File: config.mk
export PLATFORM = sky130hd
export DESIGN_NAME = program_loader_flat
export DESIGN_NICKNAME = d
export VERILOG_FILES = /design/src/rtl/program_loader_if.sv /design/src/rtl/program_loader.sv /design/src/flat_wrapper.sv
export SDC_FILE = /design/constraint.sdc
export NUM_CORES = 1
export LEC_CHECK = 0
export CAP_MARGIN = 20
export CORE_MARGIN = 3
export CORE_UTILIZATION = 52
export CTS_BUF_LIST = sky130_fd_sc_hd__clkbuf_4
export DETAILED_ROUTE_END_ITERATION = 6
export PLACE_DENSITY = 0.76
export SLEW_MARGIN = 15
export SYNTH_ARGS = -nofsm -noshare
export SYNTH_HDL_FRONTEND = slang
export SYNTH_SLANG_ARGS = --single-unit
File: constraint.sdc
create_clock -name clk -period 2.27 [get_ports clk]
set_clock_uncertainty 0.15 [all_clocks]
set_input_delay 0.454 -clock clk [delete_from_list [all_inputs] [get_ports clk]]
set_output_delay 0.454 -clock clk [all_outputs]
set_load 0.01 [all_outputs]
File: src/rtl/program_loader_if.sv
// Byte-stream and program-memory write bundle for program_loader.
// Handshake: a byte transfers on a rising clk edge where in_valid && in_ready;
// the sender holds in_data stable while in_valid is high and in_ready is low.
interface program_loader_if #(
  parameter int ADDR_W = 8
);
  logic [7:0]        in_data;
  logic              in_valid;
  logic              in_ready;
  logic              pm_we;
  logic [ADDR_W-1:0] pm_addr;
  logic [31:0]       pm_wdata;
  logic              cpu_hold;
  logic              load_done;
  logic              load_err;
  logic [2:0]        state_dbg;

  // Byte source / observer side.
  modport master (
    output in_data, in_valid,
    input  in_ready, pm_we, pm_addr, pm_wdata, cpu_hold, load_done, load_err, state_dbg
  );

  // Loader side.
  modport slave (
    input  in_data, in_valid,
    output in_ready, pm_we, pm_addr, pm_wdata, cpu_hold, load_done, load_err, state_dbg
  );
endinterface

File: src/rtl/program_loader.sv
// Assembles a framed byte stream (MAGIC, LEN_LO, LEN_HI, LEN little-endian
// words, CHK) into 32-bit program-memory writes and holds the core in reset
// until a complete image with a matching XOR checksum has been loaded.
module program_loader #(
  parameter int          ADDR_W = 8,
  parameter logic [7:0]  MAGIC  = 8'hA5
) (
  input  logic           clk,
  input  logic           reset_n,
  program_loader_if.slave bus
);

  typedef enum logic [2:0] {
    S_IDLE = 3'd0,
    S_LEN0 = 3'd1,
    S_LEN1 = 3'd2,
    S_DATA = 3'd3,
    S_CHK  = 3'd4,
    S_DONE = 3'd5,
    S_ERR  = 3'd6
  } state_t;

  // Largest legal word count: the whole memory.
  localparam logic [16:0] MAX_LEN = 17'd1 << ADDR_W;

  state_t            r_state;
  logic [7:0]        r_len_lo;
  logic [15:0]       r_len;
  logic [1:0]        r_byte_idx;
  logic [23:0]       r_word;      // low three bytes of the word in progress
  logic [7:0]        r_chk;
  logic              r_pm_we;
  logic [ADDR_W-1:0] r_pm_addr;
  logic [31:0]       r_pm_wdata;
  logic              r_cpu_hold;
  logic              r_load_done;
  logic              r_load_err;

  logic              w_fire;
  logic              w_magic;
  logic [15:0]       w_len;
  logic              w_last;

  // The write cycle is the only cycle that refuses a byte.
  assign w_fire  = bus.in_valid & ~r_pm_we;
  assign w_magic = (bus.in_data == MAGIC);
  assign w_len   = {bus.in_data, r_len_lo};
  // True when the word being written is word LEN-1.
  assign w_last  = ((17'(r_pm_addr) + 17'd1) == {1'b0, r_len});

  // Frame FSM with all outputs registered.
  always_ff @(posedge clk or negedge reset_n) begin
    if (!reset_n) begin
      r_state     <= S_IDLE;
      r_len_lo    <= '0;
      r_len       <= '0;
      r_byte_idx  <= '0;
      r_word      <= '0;
      r_chk       <= '0;
      r_pm_we     <= 1'b0;
      r_pm_addr   <= '0;
      r_pm_wdata  <= '0;
      r_cpu_hold  <= 1'b1;
      r_load_done <= 1'b0;
      r_load_err  <= 1'b0;
    end else if (r_pm_we) begin
      // Write cycle: advance the address unless this was the final word.
      r_pm_we <= 1'b0;
      if (w_last) r_state   <= S_CHK;
      else        r_pm_addr <= r_pm_addr + 1'b1;
    end else if (w_fire) begin
      case (r_state)
        S_IDLE, S_DONE, S_ERR: begin
          if (w_magic) begin
            r_state     <= S_LEN0;
            r_chk       <= '0;
            r_byte_idx  <= '0;
            r_pm_addr   <= '0;
            r_cpu_hold  <= 1'b1;
            r_load_done <= 1'b0;
            r_load_err  <= 1'b0;
          end
        end
        S_LEN0: begin
          r_len_lo <= bus.in_data;
          r_state  <= S_LEN1;
        end
        S_LEN1: begin
          r_len <= w_len;
          if ({1'b0, w_len} > MAX_LEN) begin
            r_state     <= S_ERR;
            r_cpu_hold  <= 1'b1;
            r_load_done <= 1'b0;
            r_load_err  <= 1'b1;
          end else if (w_len == 16'd0) begin
            r_state <= S_CHK;
          end else begin
            r_state   <= S_DATA;
            r_pm_addr <= '0;
            r_chk     <= '0;
          end
        end
        S_DATA: begin
          r_chk      <= r_chk ^ bus.in_data;
          r_byte_idx <= r_byte_idx + 2'd1;
          r_word     <= {bus.in_data, r_word[23:8]};
          if (r_byte_idx == 2'd3) begin
            r_pm_wdata <= {bus.in_data, r_word};
            r_pm_we    <= 1'b1;
          end
        end
        S_CHK: begin
          if (bus.in_data == r_chk) begin
            r_state     <= S_DONE;
            r_cpu_hold  <= 1'b0;
            r_load_done <= 1'b1;
            r_load_err  <= 1'b0;
          end else begin
            r_state     <= S_ERR;
            r_cpu_hold  <= 1'b1;
            r_load_done <= 1'b0;
            r_load_err  <= 1'b1;
          end
        end
        default: r_state <= S_IDLE;
      endcase
    end
  end

  assign bus.in_ready  = ~r_pm_we;
  assign bus.pm_we     = r_pm_we;
  assign bus.pm_addr   = r_pm_addr;
  assign bus.pm_wdata  = r_pm_wdata;
  assign bus.cpu_hold  = r_cpu_hold;
  assign bus.load_done = r_load_done;
  assign bus.load_err  = r_load_err;
  assign bus.state_dbg = r_state;

endmodule

File: src/flat_wrapper.sv
// flat-port wrapper written by rule: the top's interface ports become plain ports
module program_loader_flat 
#(
  parameter int          ADDR_W = 8,
  parameter logic [7:0]  MAGIC  = 8'hA5
)
  (clk, reset_n, bus_in_data, bus_in_valid, bus_in_ready, bus_pm_we, bus_pm_addr, bus_pm_wdata, bus_cpu_hold, bus_load_done, bus_load_err, bus_state_dbg);
  program_loader_if #(.ADDR_W(ADDR_W)) bus_i ();
  input  logic clk;
  input  logic reset_n;
  input wire logic [$bits(bus_i.in_data)-1:0] bus_in_data;
  input wire logic [$bits(bus_i.in_valid)-1:0] bus_in_valid;
  output wire logic [$bits(bus_i.in_ready)-1:0] bus_in_ready;
  output wire logic [$bits(bus_i.pm_we)-1:0] bus_pm_we;
  output wire logic [$bits(bus_i.pm_addr)-1:0] bus_pm_addr;
  output wire logic [$bits(bus_i.pm_wdata)-1:0] bus_pm_wdata;
  output wire logic [$bits(bus_i.cpu_hold)-1:0] bus_cpu_hold;
  output wire logic [$bits(bus_i.load_done)-1:0] bus_load_done;
  output wire logic [$bits(bus_i.load_err)-1:0] bus_load_err;
  output wire logic [$bits(bus_i.state_dbg)-1:0] bus_state_dbg;
  assign bus_i.in_data = bus_in_data;
  assign bus_i.in_valid = bus_in_valid;
  assign bus_in_ready = bus_i.in_ready;
  assign bus_pm_we = bus_i.pm_we;
  assign bus_pm_addr = bus_i.pm_addr;
  assign bus_pm_wdata = bus_i.pm_wdata;
  assign bus_cpu_hold = bus_i.cpu_hold;
  assign bus_load_done = bus_i.load_done;
  assign bus_load_err = bus_i.load_err;
  assign bus_state_dbg = bus_i.state_dbg;
  program_loader #(.ADDR_W(ADDR_W), .MAGIC(MAGIC)) u_core (.clk(clk), .reset_n(reset_n), .bus(bus_i));
endmodule
==> reports/metrics.cfg <==
[grt]
grt_util_all_layers_pct = 22.2
grt_pass1_vias = 3710
grt_overflow = 0
grt_max_degree = 47
antenna_found_initial = 0
grt_pass1_wl_um = 18300

[drt]
num_vias = 3687
drt_iter0_markers = 185
totalWireLength_um = 10700
route.detailed.drc = 0
avgViaCountPerCell = 5.55
drt.antenna.violating_nets = 0
wl_per_cell_um = 16.1
dr.pass1.iters = 4

[flow_run]
maxCapViolCount = 0

[logic_synthesis]
synth.distinct_cells = 61
synth-simple-area-share_pct = 16.2
synth_edf_count = 0
synth-xor-area-share_pct = 3.45
async_reset_ff_share_pct = 100
syn_area_mm2 = 0.00479
synth_nets = 442
synth_flop_cell = dfrtp_1
avgSynthCellArea_um2 = 11.2
synthMuxAreaShare_pct = 12.7
syn-instance-count = 429
ys_ff_latch = 105
yosysSeqAreaShare_pct = 54.8
synth_top_family_by_area = simple AND/OR/NAND/NOR gates
synthAdderAreaFrac_pct = 0.731
synth_compound_area_share_pct = 9.29
ys_warn_count = 0

[floorplanning]
rows = 34
die-area_mm2 = 0.0104
fp.dieW_um = 102
coreArea_mm2 = 0.00885
io-pin-count = 59
die-height_um = 102
start_util_pct = 54.2

[setup_path]
cp.arrival_ps = 2530
critPathKind = flip-flop to flip-flop
reg2regPathDepth = 7
cp_data_required_time_ps = 2520
end_kind = flip-flop
cp-start-kind = flip-flop
r2r_start = u_core.bus.pm_addr[7]$_DFFE_PN0P_
critPathLaunch = u_core.bus.pm_addr[7]$_DFFE_PN0P_
path_max_fanout = 8
r2r_setup_slack_ps = -8

[sta]
period_minus_slack_ps = 2280
rsz0062_at_grt = yes
relSlewSlack_pct = 72.7
fin_crit_sh_pct = 100
fin_tns_setup_ps = -11.4
finalHoldViolCount = 0
tightest_slew_ps = 409
maxSlewViolCount = 0
finalSetupViolations = 2
setup_slack_ps = -7.58
max_freq_mhz = 439

[finish]
diodes = 0
nets = 564
fillers = 662
drive_above_1_share_pct = 31.3
syn2layout_area_growth_pct = 30.6
postLayoutCoreUtil_pct = 70.7

[place]
io_buffers = 58
dpl.hpwl_um = 7620
place.gp.congestion = 0.963

[run_status]
status = complete, but fails checks
violations = setup timing

[clocking]
cts.sinks = 105
path_clk_slew_ps = 160
clock_latency_ps = 460
cts_made_buffers = 9
clockRootBuffer = clkbuf_4
cts_tree = built
htreeDepth = 3
clock_path_buffers = 2

[power]
ir_drop_mv = 0.446
p_leak_uw = 0.00295
power.density_mw_per_mm2 = 935
power_uw = 5850

[worst_hold_path]
hp-class = input pin to asynchronous set/reset pin

-- worst max-delay path: stages, from the launching register on --
cell and delay (ps):
dfrtp_1 450, xor2_2 210, or4b_4 500, o211ai_4 220, o2111ai_4 180, buf_4 190
o31ai_4 100, mux2_2 240
-- what timing repair did --
item / 4_1_cts / 5_1_grt
endpoints found under the hold margin: 23 / 0
endpoints found under the setup margin: 19 / 40
gates cloned: 0 / 0
pin swaps: 1 / 1
hold buffers: 1 / 0
resized for setup: 13 / 10
setup buffers: 7 / 2
-- Yosys cell counts (all sizes together), types with 2 or more instances --
cell,count,area (um^2)
o21a,2,15.0
clkbuf,15,56.3
mux2,54,608
nor2,18,72.6
nand2,78,295
nor2b,4,25.0
o31ai,2,28.8
a221o,7,71.3
inv,7,26.3
nor4,3,18.8
and2,2,15.0
a22o,2,17.5
nor3b,3,27.5
a21oi,8,40.0
nand4,4,25.0
dfrtp,104,2600
or2,2,12.5
and4,2,20.0
nor3,10,66.3
xor2,4,35.0
or4,4,30.0
and3,6,43.8
nor4bb,2,20.0
o211ai,2,20.0
ha,2,25.0
nand3b,2,15.0
a21o,3,22.5
o21ai,34,170
nand3,9,45.0
xnor2,14,130
buf,7,46.3
-- cells in the final DEF, fill, tap and decap left out, types with 8 or more instances in the layout --
master           synthesis  final
mux2_1                   9      9
o21ai_1                 18     19
o21ai_0                 16     15
clkbuf_4                 0      9
mux2_2                  45     45
xnor2_1                 13     13
nand2_1                 77     77
buf_4                    0     69
nand3_1                  9      9
clkdlybuf4s50_1          0     56
dfrtp_1                104     98
nor2_1                  16     15
nor3_1                   8      8
-- worst paths after layout --
check	to
worst max register to register	u_core.bus.pm_addr[0]$_DFFE_PN0P_
worst min register to register	u_core.bus.cpu_hold$_DFFE_PN1P_
worst min-delay path	u_core.bus.pm_wdata[6]$_DFFE_PN0P_
max in group asynchronous	u_core.bus.cpu_hold$_DFFE_PN1P_
worst max-delay path	u_core.bus.pm_addr[0]$_DFFE_PN0P_
min in group clk	u_core.bus.cpu_hold$_DFFE_PN1P_
-- per-stage QoR --
stage	hold WS (ps)	worst slack (ps)	instance area (um^2)	cells
detailed placement	235	-555	5940	638
global placement	229	-418	5940	638
global route	264	-106	6260	664
floorplan	8.41	1.18	4810	429
finish	265	-7.58	6260	664
CTS	248	-9.05	6220	662
-- registers in the layout, indices dropped and copies added, names as in the netlist --
register and cells:
u_core.r_len_lo 8, u_core.r_chk 8, u_core.bus.load_done 1, u_core.bus.cpu_hold 1, u_core.bus.state_dbg 3, u_core.r_len 16, u_core.r_byte_idx 2, u_core.bus.pm_addr 8
u_core.bus.load_err 1, u_core.r_word 24, u_core.bus.pm_we 1, u_core.bus.pm_wdata 32
-- power breakdown --
| group | switching (uW) | leakage, uW | internal, uW |
|---|---|---|---|
| sequential | 391 | 0.00138 | 2410 |
| clock | 642 | 0.0000905 | 462 |
| combinational | 929 | 0.00148 | 1020 |
-- final cells by class --
type                            count  area (um^2)  share of cell area [%]
Sequential cell                   105         2640                    42.1
Multi-Input combinational cell    294         2100                    33.5
Timing Repair Buffer              133         1190                    19.0
Tap cell                          108          135                    2.16
Clock inverter                      7          101                    1.62
Clock buffer                        9         67.6                    1.08
Inverter                            8         31.3                   0.500
-- kinds of logic (layout without fill, tap and decap cells) --
kind of cell               count (synthesis)  after routing
AOI/OAI and AO/OA                         65             65
xor gates and xnor gates                  18             18
adders and majority gates                  3              3
buffers and inverters                     30            157
DFF                                      105            105
muxes                                     54             54
and+or+nand+nor                          154            154
-- per-layer routing --
metal	vias up	track usage (%)	part of all wire [%]
met2	94	35.0	48
met4	0	6.16	1.0
li1	1750	-	-
met5	-	0	0
met1	1834	32.0	47
met3	9	3.89	4.1
No activity file was read; power rests on OpenSTA's default activity.
